`config.mk`:
```
export PLATFORM = sky130hd
export DESIGN_NAME = i2c_reg_sequencer
export DESIGN_NICKNAME = d
export VERILOG_FILES = /design/src/rtl/i2c_seq_pkg.sv /design/src/rtl/i2c_phase_timer.sv /design/src/rtl/i2c_reg_sequencer.sv
export SDC_FILE = /design/constraint.sdc
export NUM_CORES = 1
export LEC_CHECK = 0
export ABC_AREA = 1
export BUFFER_PORTS_ARGS = -buffer_cell sky130_fd_sc_hd__buf_2
export CORE_MARGIN = 2
export CORE_UTILIZATION = 41
export CTS_CLUSTER_SIZE = 10
export DETAILED_ROUTE_END_ITERATION = 16
export GPL_TIMING_DRIVEN = 0
export PLACE_DENSITY = 0.67
export REMOVE_ABC_BUFFERS = 1
export SYNTH_ARGS = -nofsm -noshare
export SYNTH_HDL_FRONTEND = slang
export SYNTH_HIERARCHICAL = 1
export SYNTH_SLANG_ARGS = --single-unit
```
`constraint.sdc`:
```
create_clock -name clk -period 6.4 [get_ports clk]
set_clock_uncertainty 0.2 [all_clocks]
set_input_delay 0.96 -clock clk [delete_from_list [all_inputs] [get_ports clk]]
set_output_delay 0.96 -clock clk [all_outputs]
set_load 0.01 [all_outputs]
```
`src/rtl/i2c_seq_pkg.sv`:
```
// ============================================================================
// Module      : i2c_seq_pkg
// Description : Shared types and constants for the I2C register sequencer.
// Revision    : 1.0
// ============================================================================
`default_nettype none

package i2c_seq_pkg;

  typedef enum logic [3:0] {
    S_IDLE    = 4'd0,
    S_ADDR_W  = 4'd1,
    S_PTR     = 4'd2,
    S_DATA_W  = 4'd3,
    S_RESTART = 4'd4,
    S_ADDR_R  = 4'd5,
    S_READ    = 4'd6,
    S_CAPTURE = 4'd7,
    S_FINISH  = 4'd8,
    S_ERR     = 4'd9
  } state_t;

  localparam logic RW_WRITE        = 1'b0;
  localparam logic RW_READ         = 1'b1;
  localparam int   DEF_TIMEOUT_CYC = 64;

endpackage

`default_nettype wire

```
`src/rtl/i2c_phase_timer.sv`:
```
// ============================================================================
// Module      : i2c_phase_timer
// Description : Phase watchdog counter; expired flags the last allowed cycle.
// Revision    : 1.0
// ============================================================================
`default_nettype none

module i2c_phase_timer #(
  parameter int TW    = 7,
  parameter int LIMIT = 64
) (
  input  logic clk,
  input  logic reset,
  input  logic i_clr,
  input  logic i_en,
  output logic o_expired
);

  localparam logic [TW-1:0] c_last_cnt = TW'(LIMIT - 1);

  logic [TW-1:0] r_count;

  always_ff @(posedge clk) begin
    if (reset || i_clr) begin
      r_count <= '0;
    end else if (i_en) begin
      r_count <= r_count + 1'b1;
    end
  end

  assign o_expired = (r_count == c_last_cnt);

endmodule

`default_nettype wire

```
`src/rtl/i2c_reg_sequencer.sv`:
```
// ============================================================================
// Module      : i2c_reg_sequencer
// Description : Single-register read/write command front end for an I2C master.
// Revision    : 1.0
// ============================================================================
`default_nettype none

module i2c_reg_sequencer
  import i2c_seq_pkg::*;
#(
  parameter int TIMEOUT_CYC = DEF_TIMEOUT_CYC,
  parameter int TW          = 7
) (
  input  logic       clk,
  input  logic       reset,
  input  logic       i_cmd_valid,
  output logic       o_cmd_ready,
  input  logic       i_cmd_rw,
  input  logic [6:0] i_cmd_dev,
  input  logic [7:0] i_cmd_reg,
  input  logic [7:0] i_cmd_wdata,
  output logic       o_rsp_valid,
  output logic       o_rsp_err,
  output logic [7:0] o_rsp_data,
  output logic [6:0] o_i2c_address,
  output logic [7:0] o_i2c_register,
  output logic       o_i2c_mode,
  output logic       o_i2c_en,
  output logic       o_i2c_start,
  output logic       o_i2c_stop,
  output logic       o_i2c_repeat_start,
  output logic       o_i2c_rst,
  input  logic [7:0] i_i2c_out,
  input  logic       i_i2c_ack
);

  state_t     r_state;
  state_t     w_next;
  logic       r_rw;
  logic [6:0] r_dev;
  logic [7:0] r_reg;
  logic [7:0] r_wdata;
  logic [7:0] r_rsp_data;
  logic       w_accept;
  logic       w_timed;
  logic       w_expired;
  logic       w_tmr_clr;

  assign o_cmd_ready = (r_state == S_IDLE) && !reset;
  assign w_accept    = i_cmd_valid && o_cmd_ready;
  assign w_timed     = (r_state == S_ADDR_W) || (r_state == S_PTR) || (r_state == S_DATA_W) ||
                       (r_state == S_ADDR_R) || (r_state == S_READ);
  // Clearing on any transition gives every phase a fresh budget from its first cycle.
  assign w_tmr_clr   = i_i2c_ack || (w_next != r_state);

  i2c_phase_timer #(
    .TW    (TW),
    .LIMIT (TIMEOUT_CYC)
  ) u_timer (
    .clk       (clk),
    .reset     (reset),
    .i_clr     (w_tmr_clr),
    .i_en      (w_timed),
    .o_expired (w_expired)
  );

  always_ff @(posedge clk) begin
    if (reset) begin
      r_state    <= S_IDLE;
      r_rw       <= RW_WRITE;
      r_dev      <= '0;
      r_reg      <= '0;
      r_wdata    <= '0;
      r_rsp_data <= '0;
    end else begin
      r_state <= w_next;
      if (w_accept) begin
        r_rw    <= i_cmd_rw;
        r_dev   <= i_cmd_dev;
        r_reg   <= i_cmd_reg;
        r_wdata <= i_cmd_wdata;
      end
      // The final data bit settles on the ack cycle, so sample one cycle later.
      if (r_state == S_CAPTURE) begin
        r_rsp_data <= i_i2c_out;
      end
    end
  end

  always_comb begin
    w_next = r_state;
    unique case (r_state)
      S_IDLE:    if (w_accept) w_next = S_ADDR_W;
      S_ADDR_W:  if (i_i2c_ack) w_next = S_PTR;
                 else if (w_expired) w_next = S_ERR;
      S_PTR:     if (i_i2c_ack) w_next = (r_rw == RW_READ) ? S_RESTART : S_DATA_W;
                 else if (w_expired) w_next = S_ERR;
      S_DATA_W:  if (i_i2c_ack) w_next = S_FINISH;
                 else if (w_expired) w_next = S_ERR;
      S_RESTART: w_next = S_ADDR_R;
      S_ADDR_R:  if (i_i2c_ack) w_next = S_READ;
                 else if (w_expired) w_next = S_ERR;
      S_READ:    if (i_i2c_ack) w_next = S_CAPTURE;
                 else if (w_expired) w_next = S_ERR;
      S_CAPTURE: w_next = S_FINISH;
      S_FINISH:  w_next = S_IDLE;
      S_ERR:     w_next = S_IDLE;
      default:   w_next = S_IDLE;
    endcase
  end

  always_comb begin
    o_i2c_address      = '0;
    o_i2c_register     = '0;
    o_i2c_mode         = 1'b0;
    o_i2c_en           = 1'b0;
    o_i2c_start        = 1'b0;
    o_i2c_stop         = 1'b0;
    o_i2c_repeat_start = 1'b0;
    o_i2c_rst          = 1'b1;
    o_rsp_valid        = 1'b0;
    o_rsp_err          = 1'b0;
    unique case (r_state)
      S_ADDR_W: begin
        o_i2c_address = r_dev;
        o_i2c_en      = 1'b1;
        o_i2c_start   = 1'b1;
      end
      S_PTR: begin
        o_i2c_address      = r_dev;
        o_i2c_register     = r_reg;
        o_i2c_en           = 1'b1;
        o_i2c_repeat_start = (r_rw == RW_READ);
      end
      S_DATA_W: begin
        o_i2c_address  = r_dev;
        o_i2c_register = r_wdata;
        o_i2c_en       = 1'b1;
        o_i2c_stop     = 1'b1;
      end
      S_RESTART, S_ADDR_R: begin
        o_i2c_address  = r_dev;
        o_i2c_register = r_reg;
        o_i2c_en       = 1'b1;
        o_i2c_mode     = 1'b1;
        o_i2c_start    = 1'b1;
      end
      S_READ, S_CAPTURE: begin
        o_i2c_address  = r_dev;
        o_i2c_register = r_reg;
        o_i2c_en       = 1'b1;
        o_i2c_mode     = 1'b1;
        o_i2c_start    = 1'b1;
        o_i2c_stop     = 1'b1;
      end
      S_FINISH: begin
        o_i2c_rst   = 1'b0;
        o_rsp_valid = 1'b1;
      end
      S_ERR: begin
        o_i2c_rst   = 1'b0;
        o_rsp_valid = 1'b1;
        o_rsp_err   = 1'b1;
      end
      default: ;
    endcase
  end

  assign o_rsp_data = r_rsp_data;

endmodule

`default_nettype wire
```
==> results.toml <==
[outcome]
status = "finished, final reports clean"

[synthesis]
synth_edf_count = 0
ys.flop_type = "dfxtp_1"
synth_top_area_share_pct = 42.3
syn_avg_cell_area_um2 = 6.93
synth_cells = 294
synth-async-reset-ratio_pct = 0
ys_ff_latch = 43
ys_types = 25
netlist_area_um2 = 2040
synth_area_leaders = "dfxtp_1 42%, nand3_1 12%, nand2_1 9.8%"
yosysSeqAreaShare_pct = 42.3
ys.warnings.count = 6
yosysTopAreaCell = "dfxtp_1"

[grt]
grt_pass1_wl_um = 7890
grt_max_degree = 34
track_usage_pct = 18.5
antenna_found_initial = 0
grt_pass1_vias = 1769
grt.overflow.total = 0

[timing]
finalSetupTns_ns = 0
timing_hold_violations_final = 0
setup_viol = 0
drv_slew = 0
period_needed_ns = 3.39
slew_headroom_pct = 48.0
finalCritPeriodShare_pct = 53.0
hold_slack_ns = 0.255
tightest_slew_ns = 0.778
rsz0062_at_grt = "false"
max_freq_ghz = 0.295

[power]
peakVddDrop_uv = 126
power_frac_clock_pct = 31.5
power.density_nw_per_um2 = 204
comb_power_share_pct = 11.4
p_seq_share_pct = 57.1
internal_power_mw = 0.375
switching_share_pct = 25.4
netSwitchingPower_mw = 0.127
leakagePower_nw = 1.26

[placed_design]
portBuffers = 67
placed_cells_incl_taps = 416
place.gp.congestion = 0.905
dp_hpwl_um = 3310

[setup_path]
critical_path_class = "primary input to flop"
cp_num_buf_inv = 2
crit_path_end_kind = "flop"
path_max_fanout = 33
required_ns = 6.42
cp_top_family = "simple AND/OR/NAND/NOR gates"
critPathLaunchType = "primary input"
slowest_stage = "nand4_2"
path_cells = "buf_2 > inv_2 > nand4_2 > nand2_1 > nor2_1 > nand2_1 > nand3_1 > nor2_1 > o21ai_0 > a21oi_1"
cp_data_arrival_time_ns = 3.42
slowest_delay_ns = 0.71

[job]
drv_cap = 0

[clock_tree]
hold_buffers = 0
cts_setup_buffers = 0
cts_resized = 0
clk_latency_ns = 0.29
cts_buffers = 5
cts-root-buf = "clkbuf_8"
ctsLongestPathBuffers = 2
clkSlewWorstSetupHoldPaths_ns = 0.08
htree_num_levels = 2
cts_tree = "yes"
clkSinkCount = 43

[drt]
avgViaCountPerCell = 4.83
initialDrtViolationCount = 138
wl_um = 4760
drc = 0
final_antenna_net_count = 0
avgRoutedWirePerCell_um = 11.3
vias = 2038
dr.pass1.iters = 6

[die]
dieWidth_um = 74.5
fp-row-count = 25
io_pins = 68
fp.dieH_um = 74.5
start_util_pct = 42.8
core_um2 = 4750
die_area_um2 = 5550

[finish]
area_growth_pct = 20.9
drive_gt1_share_pct = 25.1
antenna_cells = 0
postLayoutCoreUtil_pct = 51.8
final_nets = 393
fin_cells = 422
final_common_cell = "buf_2"
final_cell_mix = "67 x buf_2, 53 x nand2_1, 49 x nand3_1"
multi_input_area_um2 = 993
final-seq-area_um2 = 861
fillCellCount = 523

[worst_hold_path]
hold_path.class = "flop to flop"
-- cell usage after synthesis (2+ instances only) --
| master | n |
|---|---|
| nor3_4 | 2 |
| nor2_4 | 2 |
| nor2_1 | 43 |
| inv_2 | 6 |
| o21ai_0 | 32 |
| nor4_1 | 2 |
| dfxtp_1 | 43 |
| nand2_1 | 53 |
| nor2_2 | 2 |
| clkbuf_1 | 3 |
| nand3_1 | 49 |
| buf_2 | 5 |
| buf_6 | 2 |
| nand2_2 | 2 |
| a21oi_1 | 15 |
| inv_1 | 24 |
-- power groups by stage --
stage               clock [mW]  combinational, mW  sequential [mW]
finish                   0.158             0.0572            0.287
global route             0.174             0.0661            0.288
CTS                      0.165             0.0582            0.287
detailed placement           0             0.0580            0.293
global placement             0             0.0575            0.293
floorplan                    0             0.0340            0.292
-- cell families after synthesis --
| kind of cell | count (synthesis) | synth area share, % |
|---|---|---|
| simple gates | 159 | 35.8 |
| compound gates | 49 | 12.3 |
| flops | 43 | 42.3 |
| buf+inv | 42 | 8.97 |
| fa+ha+maj | 1 | 0.614 |
-- layer usage --
layer / vias to the layer above / wire length, um / GRT usage, %
met5: - / 0 / 0
met4: 0 / 91 / 6.94
met3: 8 / 246 / 4.88
met2: 63 / 2160 / 29.7
met1: 883 / 2270 / 23.9
li1: 1084 / - / -
-- worst min-delay path: stages, from the launching register on --
cell	delay (ns)
dfxtp_1	0.30
inv_1	0.06
a21oi_1	0.05
-- stage by stage --
stage               instance area, um2  worst slack, ns  power [mW]
floorplan                         1970             3.55       0.326
global placement                  2390             2.62       0.350
detailed placement                2390             2.64       0.351
CTS                               2460             2.93       0.510
global route                      2460             2.52       0.528
finish                            2460             3.01       0.502
-- area by class of cell --
type | instances | share of cell area, %
multi-input cells | 209 | 40.3
flip-flops and latches | 43 | 35.0
repair buffers | 67 | 13.6
inverters | 30 | 4.57
well taps | 67 | 3.40
clock buffers | 5 | 2.79
clock inverters | 1 | 0.305
-- path summary, 6_finish.rpt --
check	depth (start not counted)	slack, ns	startpoint	end
hold / removal	2	0.25	r_dev[2]$_SDFFE_PP0P_	r_dev[2]$_SDFFE_PP0P_
hold reg to reg	2	0.25	r_dev[2]$_SDFFE_PP0P_	r_dev[2]$_SDFFE_PP0P_
setup reg to reg	9	3.58	r_state[3]$_SDFF_PP0_	u_timer/r_count[0]$_SDFFE_PP0P_
setup / recovery	10	3.01	reset	u_timer/r_count[0]$_SDFFE_PP0P_
(Power assumes the default switching activity.)
